<file path="src/rtl/pipe_ctrl.sv">
// Pipeline control: per-stage occupancy tracking, hold/flush derivation and
// wrapping performance counters for the in-order core.
module pipe_ctrl #(
    parameter int NUM_STAGES = 8,
    parameter bit COLLAPSE   = 1'b1,
    parameter int CNT_WIDTH  = 32
) (
    input  logic                  i_clk,
    input  logic                  i_rst_n,
    input  logic [31:0]           i_log_fd,
    input  logic                  i_in_valid,
    output logic                  o_in_ready,
    input  logic [NUM_STAGES-1:0] i_stall_req,
    input  logic [NUM_STAGES-1:0] i_flush_req,
    output logic [NUM_STAGES-1:0] o_stall,
    output logic [NUM_STAGES-1:0] o_flush,
    output logic [NUM_STAGES-1:0] o_valid,
    output logic                  o_retire,
    output logic                  o_empty,
    input  logic                  i_cnt_clr,
    output logic [CNT_WIDTH-1:0]  o_cnt_cycle,
    output logic [CNT_WIDTH-1:0]  o_cnt_retire,
    output logic [CNT_WIDTH-1:0]  o_cnt_stall,
    output logic [CNT_WIDTH-1:0]  o_cnt_flush
);

    localparam logic [CNT_WIDTH-1:0] CNT_ONE = CNT_WIDTH'(1);

    logic [NUM_STAGES-1:0] v_q, v_d;
    logic [NUM_STAGES-1:0] flush_q_req;
    logic [NUM_STAGES-1:0] kill;
    logic [NUM_STAGES-1:0] hold;
    logic                  retire;
    logic [CNT_WIDTH-1:0]  cnt_cycle_q, cnt_cycle_d;
    logic [CNT_WIDTH-1:0]  cnt_retire_q, cnt_retire_d;
    logic [CNT_WIDTH-1:0]  cnt_stall_q, cnt_stall_d;
    logic [CNT_WIDTH-1:0]  cnt_flush_q, cnt_flush_d;
    logic                  unused_log;

    assign unused_log = ^i_log_fd;

    // Kill region and hold chain both resolve from the oldest stage downwards.
    always_comb begin
        flush_q_req = i_flush_req & v_q;
        kill        = '0;
        hold        = '0;
        for (int i = NUM_STAGES - 2; i >= 0; i--) begin
            kill[i] = kill[i+1] | flush_q_req[i+1];
        end
        if (COLLAPSE) begin
            hold[NUM_STAGES-1] = v_q[NUM_STAGES-1] & i_stall_req[NUM_STAGES-1];
            for (int i = NUM_STAGES - 2; i >= 0; i--) begin
                hold[i] = v_q[i] & (i_stall_req[i] | hold[i+1]);
            end
        end else begin
            hold[NUM_STAGES-1] = i_stall_req[NUM_STAGES-1];
            for (int i = NUM_STAGES - 2; i >= 0; i--) begin
                hold[i] = i_stall_req[i] | hold[i+1];
            end
        end
    end

    // A held stage keeps its occupancy, so a held bubble in legacy mode stays empty.
    always_comb begin
        v_d = '0;
        if (kill[0]) begin
            v_d[0] = 1'b0;
        end else if (hold[0]) begin
            v_d[0] = v_q[0];
        end else begin
            v_d[0] = i_in_valid;
        end
        for (int i = 1; i < NUM_STAGES; i++) begin
            if (kill[i]) begin
                v_d[i] = 1'b0;
            end else if (hold[i]) begin
                v_d[i] = v_q[i];
            end else begin
                v_d[i] = v_q[i-1] & ~i_stall_req[i-1] & ~kill[i-1];
            end
        end
    end

    assign retire = v_q[NUM_STAGES-1] & ~hold[NUM_STAGES-1];

    // Clear takes priority over every increment; all counters wrap naturally.
    always_comb begin
        cnt_cycle_d  = cnt_cycle_q + CNT_ONE;
        cnt_retire_d = retire ? cnt_retire_q + CNT_ONE : cnt_retire_q;
        cnt_stall_d  = (hold[0] & v_q[0]) ? cnt_stall_q + CNT_ONE : cnt_stall_q;
        cnt_flush_d  = (|flush_q_req) ? cnt_flush_q + CNT_ONE : cnt_flush_q;
        if (i_cnt_clr) begin
            cnt_cycle_d  = '0;
            cnt_retire_d = '0;
            cnt_stall_d  = '0;
            cnt_flush_d  = '0;
        end
    end

    always_ff @(posedge i_clk or negedge i_rst_n) begin
        if (!i_rst_n) begin
            v_q          <= '0;
            cnt_cycle_q  <= '0;
            cnt_retire_q <= '0;
            cnt_stall_q  <= '0;
            cnt_flush_q  <= '0;
        end else begin
            v_q          <= v_d;
            cnt_cycle_q  <= cnt_cycle_d;
            cnt_retire_q <= cnt_retire_d;
            cnt_stall_q  <= cnt_stall_d;
            cnt_flush_q  <= cnt_flush_d;
        end
    end

    assign o_stall      = hold & ~kill;
    assign o_flush      = kill;
    assign o_valid      = v_q;
    assign o_in_ready   = ~hold[0] | kill[0];
    assign o_retire     = retire;
    assign o_empty      = ~|v_q;
    assign o_cnt_cycle  = cnt_cycle_q;
    assign o_cnt_retire = cnt_retire_q;
    assign o_cnt_stall  = cnt_stall_q;
    assign o_cnt_flush  = cnt_flush_q;

endmodule

</file>
<file path="config.mk">
export PLATFORM = sky130hd
export DESIGN_NAME = pipe_ctrl
export DESIGN_NICKNAME = d
export VERILOG_FILES = /design/src/rtl/pipe_ctrl.sv
export SDC_FILE = /design/constraint.sdc
export NUM_CORES = 1
export LEC_CHECK = 0
export ABC_CLOCK_PERIOD_IN_PS = 1950
export CELL_PAD_IN_SITES_DETAIL_PLACEMENT = 0
export CELL_PAD_IN_SITES_GLOBAL_PLACEMENT = 2
export CORE_ASPECT_RATIO = 0.75
export CORE_MARGIN = 2
export CORE_UTILIZATION = 34
export DETAILED_ROUTE_END_ITERATION = 6
export DONT_BUFFER_PORTS = 1
export PLACE_DENSITY_LB_ADDON = 0.1
export RECOVER_POWER = 25
export SLEW_MARGIN = 30
export SYNTH_ARGS = -nofsm -noshare
export SYNTH_HDL_FRONTEND = slang
export SYNTH_SLANG_ARGS = --single-unit
</file>
<file path="constraint.sdc">
create_clock -name i_clk -period 1.95 [get_ports i_clk]
set_input_delay 0 -clock i_clk [delete_from_list [all_inputs] [get_ports i_clk]]
set_output_delay 0 -clock i_clk [all_outputs]
set_load 0.01 [all_outputs]
</file>
==> metrics.md, run 1 <==
| Metric | Value |
|---|---|
| Num CTS Buffers | `17` |
| Gr ovfl total | `0` |
| TNS Setup | `-3.76 ns` |
| Max cap viols | `0` |
| Root buffer cell | `clkbuf_16` |
| Die H | `~130 um` |
| Post-synth EDFFs | `0` |
| Initial DRC count | `around 260` |
| Mapped Avg Cell Area | `between 9 and 10 um2` |
| Status | `finished with violations` |
| Clk Latency, worst-skew pair | `roughly 0.42 ns` |
| Distinct cells, synth | `between 50 and 60` |
| Final HPWL DP | `approximately 14,000 um` |
| End point of the critical path | `o_in_ready` |
| Worst-path clk slew | `approximately 0.060 ns` |
| Post-Synthesis Cells | `around 740` |
| Synth top area cells | `dfrtp_1, nor2_1, xnor2_1, xor2_1, nand3_1` |
| Worst EP required | `1.95 ns` |
| Final hold slack | `-0.728 ns` |
| First-pass GRT wire length | `32,900 um` |
| FF-to-FF End | `o_cnt_stall[21]` |
| ANT nets after route | `0` |
| Max Root-Sink Buffers | `2` |
| Vias per cell | `~5.1` |
| GRT met2 Usage | `29.4%` |
| Global routing usage on met3 | `under 10%` |
| FF-to-FF setup slack | `-0.16 ns` |
| Peak supply drop | `roughly 0.00045 V` |
| FF-to-FF path depth | `8` |
| Number of hold buffers added after cts | `43` |
| Sequential area share after synthesis | `48.8%` |
| Gr busiest metal | `met2` |
| Yosys top cell by area | `dfrtp_1` |
| Final nets | `980` |
| RePlAce Congestion | `0.832` |
| Initial Utilization | `between 30 and 40%` |
| GRT Total Usage | `between 10% and 20%` |
| Arrival time worst endpoint | `around 2.1 ns` |
| Die W | `169 um` |
| Period utilisation layout | `109%` |
| Min cycle time layout | `2.12 ns` |
| CTS tree | `built` |
| Routed vias | `6,128` |
| Critical path's slowest cell | `dfrtp_2` |
| Vias in the first global route | `between 6,000 and 7,000` |
| Most common cell in the synthesized netlist | `nor2_1` |
| I/O Buffers | `0` |
| Yosys top cell area share | `about half` |
| Drt wl/cell | `16.9 um` |
| DRT Pass-1 Iters | `6` |
| Largest net degree at the start of global routing | `around 140` |
| DIE AREA | `around 0.022 mm2` |
| Residual DRC | `0` |
| Yosys warnings | `0` |
| F_max | `between 400 and 500 MHz` |
| P per Cell Area | `851 mW/mm2` |
| DRT Wirelength | `between 20,000 and 25,000 um` |
| CTS sink count | `about 140` |
| Hold Path Class | `input port to asynchronous set/reset pin` |
| Share of synthesized registers carrying an async set or reset | `between 90% and 100%` |
| Worst setup path class | `flip-flop to output port` |
| Clock skew | `between 0.009 and 0.01 ns` |
| Yosys reg bits | `between 100 and 150` |
| Largest fanout on the critical path | `4` |
| Leak pwr | `around 0.0042 uW` |
| Worst r2r src | `o_valid[7]` |
| GR Util met1 | `between 20% and 30%` |
| H-tree depth | `4` |
| Max Slew Vio Count | `0` |
| Initial antenna violation count | `0` |
| Setup crit end kind | `output port` |
| Post-synth top cells | `nor2_1, dfrtp_1, nand3_1` |
| Post-placement cell count | `~1,100` |
| Top FF cell, synth | `dfrtp_1` |
| Mapped Nets | `around 800` |
| I/O pin total | `approximately 210` |
| Post-route insts no fill | `~1,200` |
| Crit path largest cell delay | `about 0.41 ns` |
| Share of cells above drive strength 1 | `about a quarter` |
| Area delta synth->final | `38.1%` |
| Crit path launch type | `flip-flop` |
| Post-route setup slack | `-0.171 ns` |
| Failing checks | `negative hold slack, negative setup slack` |
| Final Hold Fails | `around 250` |
| Core ar. | `approximately 0.020 mm2` |
| Fill cells | `roughly 1,900` |
| Num rows | `45` |
| CP Cell Sequence | `buf_4 -> a211oi_4 -> o21ai_4 -> a211oi_4 -> buf_6 -> nor2_2 -> nand3_1 -> buf_4` |
| Post-Syn Area | `about 0.007 mm2` |
| Critical Path Source | `o_valid[7]` |
| RSZ-0062 raised after global routing | `true` |
| Final setup violation count | `45` |
| # diodes | `0` |
worst min path at each step:
stage | startpoint | endpoint | slack [ns] | cells after the start
global placement | i_rst_n | o_valid[5] | -0.29 | 0
global route | i_rst_n | o_valid[5] | -0.75 | 0
CTS | i_rst_n | o_valid[7] | -0.75 | 0
finish | i_rst_n | o_valid[5] | -0.73 | 0
detailed placement | i_rst_n | o_valid[7] | -0.29 | 0
floorplan | i_rst_n | o_cnt_cycle[0] | -0.30 | 0
cell usage in the layout (no fill, tap or decap), drive strengths merged, types with 9 or more instances in the layout:
cell type and instances:
a21oi 18, nand3 62, buf 144, dlygate4sd3 42, nor4 22, nand2 48, xnor2 54, inv 23
clkbuf 18, xor2 51, or3 12, nand4 29, and3 18, dfrtp 136, o21ai 19, nor2 144
nor3 18, nor2b 9, and4 12
power by group:
group | switching (uW) | internal (uW)
registers | 85.9 | 2930
logic | 1080 | 917
clock network | 1290 | 1890
total | 2450 | 5740
logic make-up after synthesis:
logic type	share of synthesized area, %
other	0.0538
xor gates and xnor gates	13.2
buffers and inverters	2.55
AOI/OAI and AO/OA	4.58
muxes	0.951
adders and majority gates	0.718
and+or+nand+nor	29.2
DFF	48.8
critical path: cells and delay by family, from the launching register on:
| family | cells | cell delay, ns |
|---|---|---|
| flip-flops | 1 | 0.41 |
| AND/OR/NAND/NOR | 2 | 0.19 |
| buffers and inverters | 3 | 0.43 |
| AO/OA/AOI/OAI | 3 | 0.66 |
routing by layer:
metal	up-vias	routed length (um)
li1	2936	-
met1	3028	9600
met4	0	229
met5	-	0
met2	146	9030
met3	18	1370
final cells by class:
type | instances | area [um2] | share of cell area [%]
well taps | 258 | 323 | 3.35
clock buffers | 18 | 429 | 4.46
clock inverters | 13 | 148 | 1.53
repair buffers | 186 | 1570 | 16.3
multi-input cells | 564 | 3680 | 38.2
inverters | 19 | 76.3 | 0.793
flip-flops and latches | 136 | 3400 | 35.4
state kept, by name, indices dropped and copies added (netlist names):
register / cells
o_cnt_stall: 32
o_valid: 8
o_cnt_retire: 32
o_cnt_flush: 32
o_cnt_cycle: 32
timing repair:
action,CTS,global route
buffers inserted,8,11
setup endpoints to repair,36,77
resized for setup,34,54
pin swaps,15,22
endpoints found under the hold margin,272,247
metrics by stage:
step	power, uW	utilization (%)	worst slack (ns)	instance area (um2)	hold WS, ns
detailed placement	4560	40.4	-0.127	8150	-0.291
floorplan	3970	-	-0.117	6980	-0.296
finish	8190	47.8	-0.171	9630	-0.728
CTS	8060	46.3	-0.122	9330	-0.750
global route	8610	47.8	-0.287	9630	-0.753
global placement	4550	40.4	-0.0423	8150	-0.292
Power figures use the tool's default switching activity.
==> inputs of run 2 (changes only) <==
- ABC_AREA: unset -> 1
- CORE_UTILIZATION: 34 -> 32
==> run 2 against run 1 <==
  * The flow still finishes with violations (negative hold slack, negative setup slack)
  * Area after synthesis grew 19%
  * Setup slack better by 0.069 ns
  * Clock power increased by 16%
  * Maximum frequency increased by 3.3%
  * Critical path depth up 11
  * Sequential share of layout area decreased by 6.5 points
  * Die area increased by 26%
  * Combinational power rose by 56%
  * Non-clock buffer count grew 71
==> metrics.md, run 2 <==
| Metric | Value |
|---|---|
| Status | `finished with violations` |
| Failing checks | `negative hold slack, negative setup slack` |
| Worst Tran Pin Value | `0.549 ns` |
| Arrival time worst endpoint | `approximately 2.4 ns` |
| I/O Buffers | `0` |
| Core ar. | `roughly 0.026 mm2` |
| First-pass GRT wire length | `between 40,000 and 50,000 um` |
| Crit path launch type | `flip-flop` |
| Mapped Nets | `between 1,000 and 1,500` |
| Post-route setup slack | `-0.103 ns` |
| Dpl cell area | `approximately 0.01 mm2` |
| Reg power frac | `30.7%` |
| TNS Setup | `-2.94 ns` |
| Clock skew | `0.0100 ns` |
| Leak pwr | `between 0.005 and 0.006 uW` |
| Initial Utilization | `32.3%` |
| Post-Synthesis Cells | `roughly 1,100` |
| Initial DRC count | `approximately 440` |
| RSZ-0062 raised after global routing | `true` |
| Commonest non-fill, non-tap cell in the layout | `buf_4` |
| Max Slew Vio Count | `0` |
| Max cap viols | `0` |
| Period utilisation layout | `105%` |
| Sequential area share after synthesis | `roughly two fifths` |
| Num CTS Buffers | `17` |
| Critical Path Most Common Cell | `nand2_2` |
| Logic pwr share | `a little under a third` |
| Worst setup path class | `flip-flop to flip-flop` |
| Max Root-Sink Buffers | `2` |
| Largest fanout on the critical path | `16` |
| DRT Wirelength | `30,100 um` |
| # diodes | `0` |
| Final hold slack | `-0.730 ns` |
| Net Sw Frac | `32.2%` |
| I/O pin total | `just over 200` |
| P_sw | `approximately 3200 uW` |
| Most common cell in the synthesized netlist | `nand2_1` |
| CTS sink count | `between 100 and 150` |
| CTS tree | `built` |
| Final setup violation count | `between 40 and 50` |
| Vias in the first global route | `around 8,000` |
| Synth top area cells | `dfrtp_1, nand2_1, inv_1, nor2_1, nand3_1` |
| Hold Path Class | `input port to asynchronous set/reset pin` |
| Yosys warnings | `0` |
| P per Cell Area | `834 mW/mm2` |
| Yosys reg bits | `136` |
| H-tree depth | `4` |
| Buffers & Inverters on Critical Path | `2` |
| Num rows | `between 50 and 60` |
| Residual DRC | `0` |
| Post-placement cell count | `~1,600` |
| DRT Pass-1 Iters | `4` |
| Worst EP required | `~2.3 ns` |
| RePlAce Congestion | `about 0.85` |
| Setup crit end kind | `flip-flop` |
| Clk Latency, worst-skew pair | `0.43 ns` |
| Worst rel slew slack | `between 60 and 70%` |
| Worst-path clk slew | `approximately 0.06 ns` |
| Peak supply drop | `between 0.0009 and 0.001 V` |
| Area of the multi-input gates | `0.00458 mm2` |
| Min cycle time layout | `roughly 2 ns` |
| CP Cell Sequence | `nand2_2 -> nand2_2 -> nand2_2 -> nand2_2 -> nand2_2 -> nand2_2 -> nand2_2 -> nand2_2 -> nand2_2 -> nand2_2 -> nand2_2 -> nand2_2 -> nand2_2 -> nand2_4 -> buf_4 -> nand2_4 -> clkbuf_16 -> nand3_1 -> nand2_1` |
| ANT nets after route | `0` |
| Top FF cell, synth | `dfrtp_1` |
| Drt wl/cell | `roughly 17 um` |
| Largest net degree at the start of global routing | `approximately 140` |
| Share of cells above drive strength 1 | `~29%` |
| GRT Total Usage | `~22%` |
| Share of synthesized registers carrying an async set or reset | `between 90% and 100%` |
| Final nets | `between 1,000 and 1,500` |
| Clock power frac | `between 30 and 40%` |
| Crit path largest cell delay | `between 0.4 and 0.5 ns` |
| Final Hold Fails | `around 140` |
| Final HPWL DP | `roughly 21,000 um` |
| Register area | `0.00341 mm2` |
| Post-synth EDFFs | `0` |
| Post-route cell area | `0.0118 mm2` |
| Critical path's slowest cell | `dfrtp_1` |
| DIE AREA | `0.0273 mm2` |
| Mapped Avg Cell Area | `7.27 um2` |
| Post-synth top cells | `nand2_1, inv_1, dfrtp_1` |
| Yosys top cell by area | `dfrtp_1` |
| Fill cells | `between 2,000 and 3,000` |
| Yosys top cell area share | `between 40 and 50%` |
| Vias per cell | `4.92` |
| Gr ovfl total | `0` |
| Area delta synth->final | `42.3%` |
| P_int | `between 6000 and 7000 uW` |
| Post-route insts no fill | `approximately 1,700` |
| Most frequent cells in the layout | `buf_4, nand2_1, inv_1` |
| Distinct cells, synth | `44` |
| Root buffer cell | `clkbuf_16` |
| F_max | `approximately 490 MHz` |
| Post-Syn Area | `a little over 0.008 mm2` |
| Routed vias | `around 8,600` |
| Die H | `between 100 and 150 um` |
| Initial antenna violation count | `0` |
| Number of hold buffers added after cts | `16` |
| Top delay family on crit path | `simple AND/OR/NAND/NOR gates` |
| Die W | `approximately 190 um` |
-- run 2: stage by stage --
stage	setup slack (ns)	total power (uW)	util, %
6_report	-0.103	9860	46.0
5_1_grt	-0.248	10300	46.0
4_1_cts	-0.148	9550	43.6
3_5_place_dp	-0.132	5140	39.1
3_3_place_gp	-0.0871	5150	39.1
2_1_floorplan	0.0288	4230	-
-- run 2: cells by family (layout without fill, tap and decap cells) --
family                     count (synthesis)  after routing  synth area share (%)
buffers and inverters                    198            452                  9.64
and+or+nand+nor                          632            632                  34.9
DFF                                      136            136                  41.0
xor gates and xnor gates                  50             50                  5.27
other                                      1              1                0.0451
AOI/OAI and AO/OA                        122            122                  8.54
adders and majority gates                  4              4                 0.602
-- run 2: routing by layer --
metal  part of all wire (%)  track usage, %  vias to the layer above
met1                     52            34.1                     4036
met3                    6.9            6.20                       22
met5                      0               0                        -
met4                    1.2            5.14                        0
li1                       -               -                     4287
met2                     39            29.0                      217
-- run 2: final timing paths --
path                            cells past startpoint  slack [ns]              end           start
worst max register to register                     19       -0.10   o_cnt_stall[3]      o_valid[7]
worst max-delay path                               19       -0.10   o_cnt_stall[3]      o_valid[7]
min in group i_clk                                  5        0.02       o_valid[5]  i_flush_req[7]
worst min register to register                      2        0.56   o_cnt_cycle[0]  o_cnt_cycle[0]
max in group asynchronous                           0        2.42  o_cnt_flush[23]         i_rst_n
worst min-delay path                                0       -0.73   o_cnt_cycle[0]         i_rst_n
-- run 2: area by class of cell --
class	instances	area share (%)
Tap cell	344	3.64
Inverter	163	5.32
Sequential cell	136	28.8
Clock inverter	11	1.64
Clock buffer	21	3.89
Multi-Input combinational cell	809	38.8
Timing Repair Buffer	257	17.9
-- run 2: timing repair --
| action | in CTS | in global routing |
|---|---|---|
| setup endpoints to repair | 47 | 93 |
| setup buffers | 25 | 23 |
| hold endpoints to repair | 203 | 136 |
| cloned | 1 | 1 |
| pin swaps | 8 | 46 |
| resized for setup | 33 | 132 |
-- run 2: power by group through the flow --
| stage | combinational [uW] | clock, uW | sequential [uW] |
|---|---|---|---|
| floorplan | 1070 | 0 | 3160 |
| detailed placement | 2070 | 0 | 3070 |
| global route | 3360 | 3920 | 3040 |
| global placement | 2080 | 0 | 3070 |
| finish | 3130 | 3700 | 3030 |
| CTS | 2730 | 3790 | 3020 |
==> inputs of run 3 (changes only) <==
- CORE_UTILIZATION: 32 -> 33
- CTS_BUF_LIST: unset -> sky130_fd_sc_hd__clkbuf_2
==> run 3 against run 2 <==
  * The flow still finishes with violations (negative hold slack, negative setup slack)
  * Sequential power is essentially flat
  * Clock skew grew 0.037 ns
  * Count of clock-buffer cells in the layout is the same
  * Core utilization is 0.51 points higher
  * Critical path depth fell by 7
==> metrics.md, run 3 (same netlist as run 2, synthesis figures left out) <==
| Metric | Value |
|---|---|
| Status | `finished with violations` |
| Failing checks | `negative hold slack, negative setup slack` |
| Gr ovfl total | `0` |
| GRT Total Usage | `roughly 22%` |
| Hold Path Class | `input port to asynchronous set/reset pin` |
| H-tree depth | `4` |
| Final hold slack | `-1.07 ns` |
| DRT Pass-1 Iters | `5` |
| Worst EP required | `just under 2 ns` |
| Largest net degree at the start of global routing | `137` |
| Post-route insts no fill | `between 1,500 and 2,000` |
| Area delta synth->final | `39.0%` |
| Final setup violation count | `34` |
| Largest fanout on the critical path | `4` |
| Post-route cell area | `between 0.01 and 0.015 mm2` |
| I/O Buffers | `0` |
| ANT nets after route | `0` |
| Vias in the first global route | `8,253` |
| Die H | `141 um` |
| Initial DRC count | `between 400 and 500` |
| FF-to-FF setup slack | `-0.05 ns` |
| I/O pin total | `~210` |
| FF-to-FF End | `o_cnt_stall[10]` |
| Max cap viols | `0` |
| Commonest non-fill, non-tap cell in the layout | `nand2_1` |
| RSZ-0062 raised after global routing | `true` |
| Dpl cell area | `0.0100 mm2` |
| DRT Wirelength | `29,500 um` |
| Worst setup path class | `flip-flop to output port` |
| Initial Utilization | `33.5%` |
| Period utilisation layout | `123%` |
| CTS tree | `built` |
| Setup crit end kind | `output port` |
| Final core utilization | `46.5%` |
| Final nets | `between 1,000 and 1,500` |
| Max Root-Sink Buffers | `2` |
| Num CTS Buffers | `17` |
| Worst-path clk slew | `~0.22 ns` |
| Worst r2r src | `o_valid[6]` |
| Drt wl/cell | `17.1 um` |
| Peak supply drop | `around 0.00088 V` |
| Share of cells above drive strength 1 | `between 20 and 30%` |
| P per Cell Area | `approximately 700 mW/mm2` |
| Clock skew | `0.0473 ns` |
| Fill cells | `approximately 2,600` |
| Clk Latency, worst-skew pair | `between 0.7 and 0.8 ns` |
| Vias per cell | `4.95` |
| Root buffer cell | `clkbuf_2` |
| DIE AREA | `between 0.02 and 0.03 mm2` |
| Num rows | `50` |
| Worst slack, placed | `-0.146 ns` |
| Leak pwr | `between 0.005 and 0.006 uW` |
| RePlAce Congestion | `just over 0.8` |
| Final HPWL DP | `approximately 21,000 um` |
| Post-route setup slack | `-0.453 ns` |
| Routed vias | `around 8,600` |
| CTS sink count | `between 100 and 150` |
| Max Slew Vio Count | `0` |
| Final Hold Fails | `roughly 170` |
| Min cycle time layout | `2.40 ns` |
| Residual DRC | `0` |
| Arrival time worst endpoint | `between 2 and 2.5 ns` |
| FF-to-FF path depth | `18` |
| Initial antenna violation count | `1` |
| Die W | `187 um` |
| Post-placement cell count | `around 1,600` |
| Most frequent cells in the layout | `nand2_1, buf_4, inv_1` |
| Core ar. | `about 0.025 mm2` |
| F_max | `416 MHz` |
| Crit path launch type | `flip-flop` |
| First-pass GRT wire length | `approximately 46,000 um` |
==> run 3: cell count changes in the layout (fill, tap and decap cells not counted), moves of 4 or more <==
cell | previous run | this run
clkbuf_2 | 0 | 21
buf_4 | 223 | 204
clkbuf_16 | 18 | 1
dlygate4sd3_1 | 15 | 23
inv_2 | 14 | 19
buf_6 | 12 | 16
inv_1 | 142 | 138
nor2_2 | 14 | 10
nor2_4 | 13 | 17
==> run 3: report_power, final <==
| group | total [uW] | switching, uW | internal [uW] |
|---|---|---|---|
| sequential | 3050 | 108 | 2940 |
| combinational | 3260 | 1810 | 1460 |
| clock | 1640 | 1080 | 565 |
| total | 7950 | 2990 | 4960 |
==> run 3: critical path: stages (launching register included) <==
cell and delay, ns:
dfrtp_2 0.49, nand2_2 0.11, o21ai_4 0.07, inv_2 0.06, nand2_2 0.06, a21oi_4 0.15, buf_6 0.14, inv_6 0.04
nor2_4 0.12, nand2_4 0.08, nor2_4 0.13, nand3_4 0.10, buf_6 0.14
==> run 3: worst max path at each step <==
stage / end / slack [ns] / from
floorplan: o_cnt_retire[18] / 0.03 / o_cnt_retire[1]
finish: o_in_ready / -0.45 / o_valid[7]
global placement: o_cnt_cycle[28] / -0.09 / o_cnt_cycle[0]
global route: o_in_ready / -0.68 / o_valid[6]
detailed placement: o_cnt_flush[24] / -0.15 / o_cnt_flush[0]
CTS: o_in_ready / -0.55 / o_valid[6]
==> run 3: what timing repair did <==
action,4_1_cts,5_1_grt
endpoints found under the hold margin,272,172
setup endpoints to repair,40,97
hold buffers,25,1
setup buffers,15,26
pin swaps,18,58
gates resized for setup,69,140
cloned,1,1
==> run 3: final cells by class <==
cell class	instances	area [um2]	share of cell area [%]
antenna	1	2.50	0.0217
clock buffer	21	105	0.910
clock inverter	6	80.1	0.694
inverter	163	631	5.46
multi-input combinational	809	4710	40.8
sequential	136	3410	29.5
tap	338	423	3.66
timing repair buffer	255	2180	18.9
==> run 3: per-layer routing <==
layer  up-vias  part of all wire [%]  global-route usage, %
met5         -                     0                      0
met4         0                  0.80                   4.43
met1      4073                    52                   34.1
met2       211                    40                   30.6
met3        10                   7.0                   5.96
li1       4271                     -                      -
==> run 3: metrics by stage <==
stage / hold slack, ns / power (uW) / setup TNS [ns]
2_1_floorplan: -0.296 / 4230 / 0
3_3_place_gp: -0.292 / 5180 / -0.412
3_5_place_dp: -0.293 / 5170 / -0.807
4_1_cts: -1.18 / 7740 / -4.48
5_1_grt: -1.21 / 8360 / -12.26
6_report: -1.07 / 7950 / -3.16
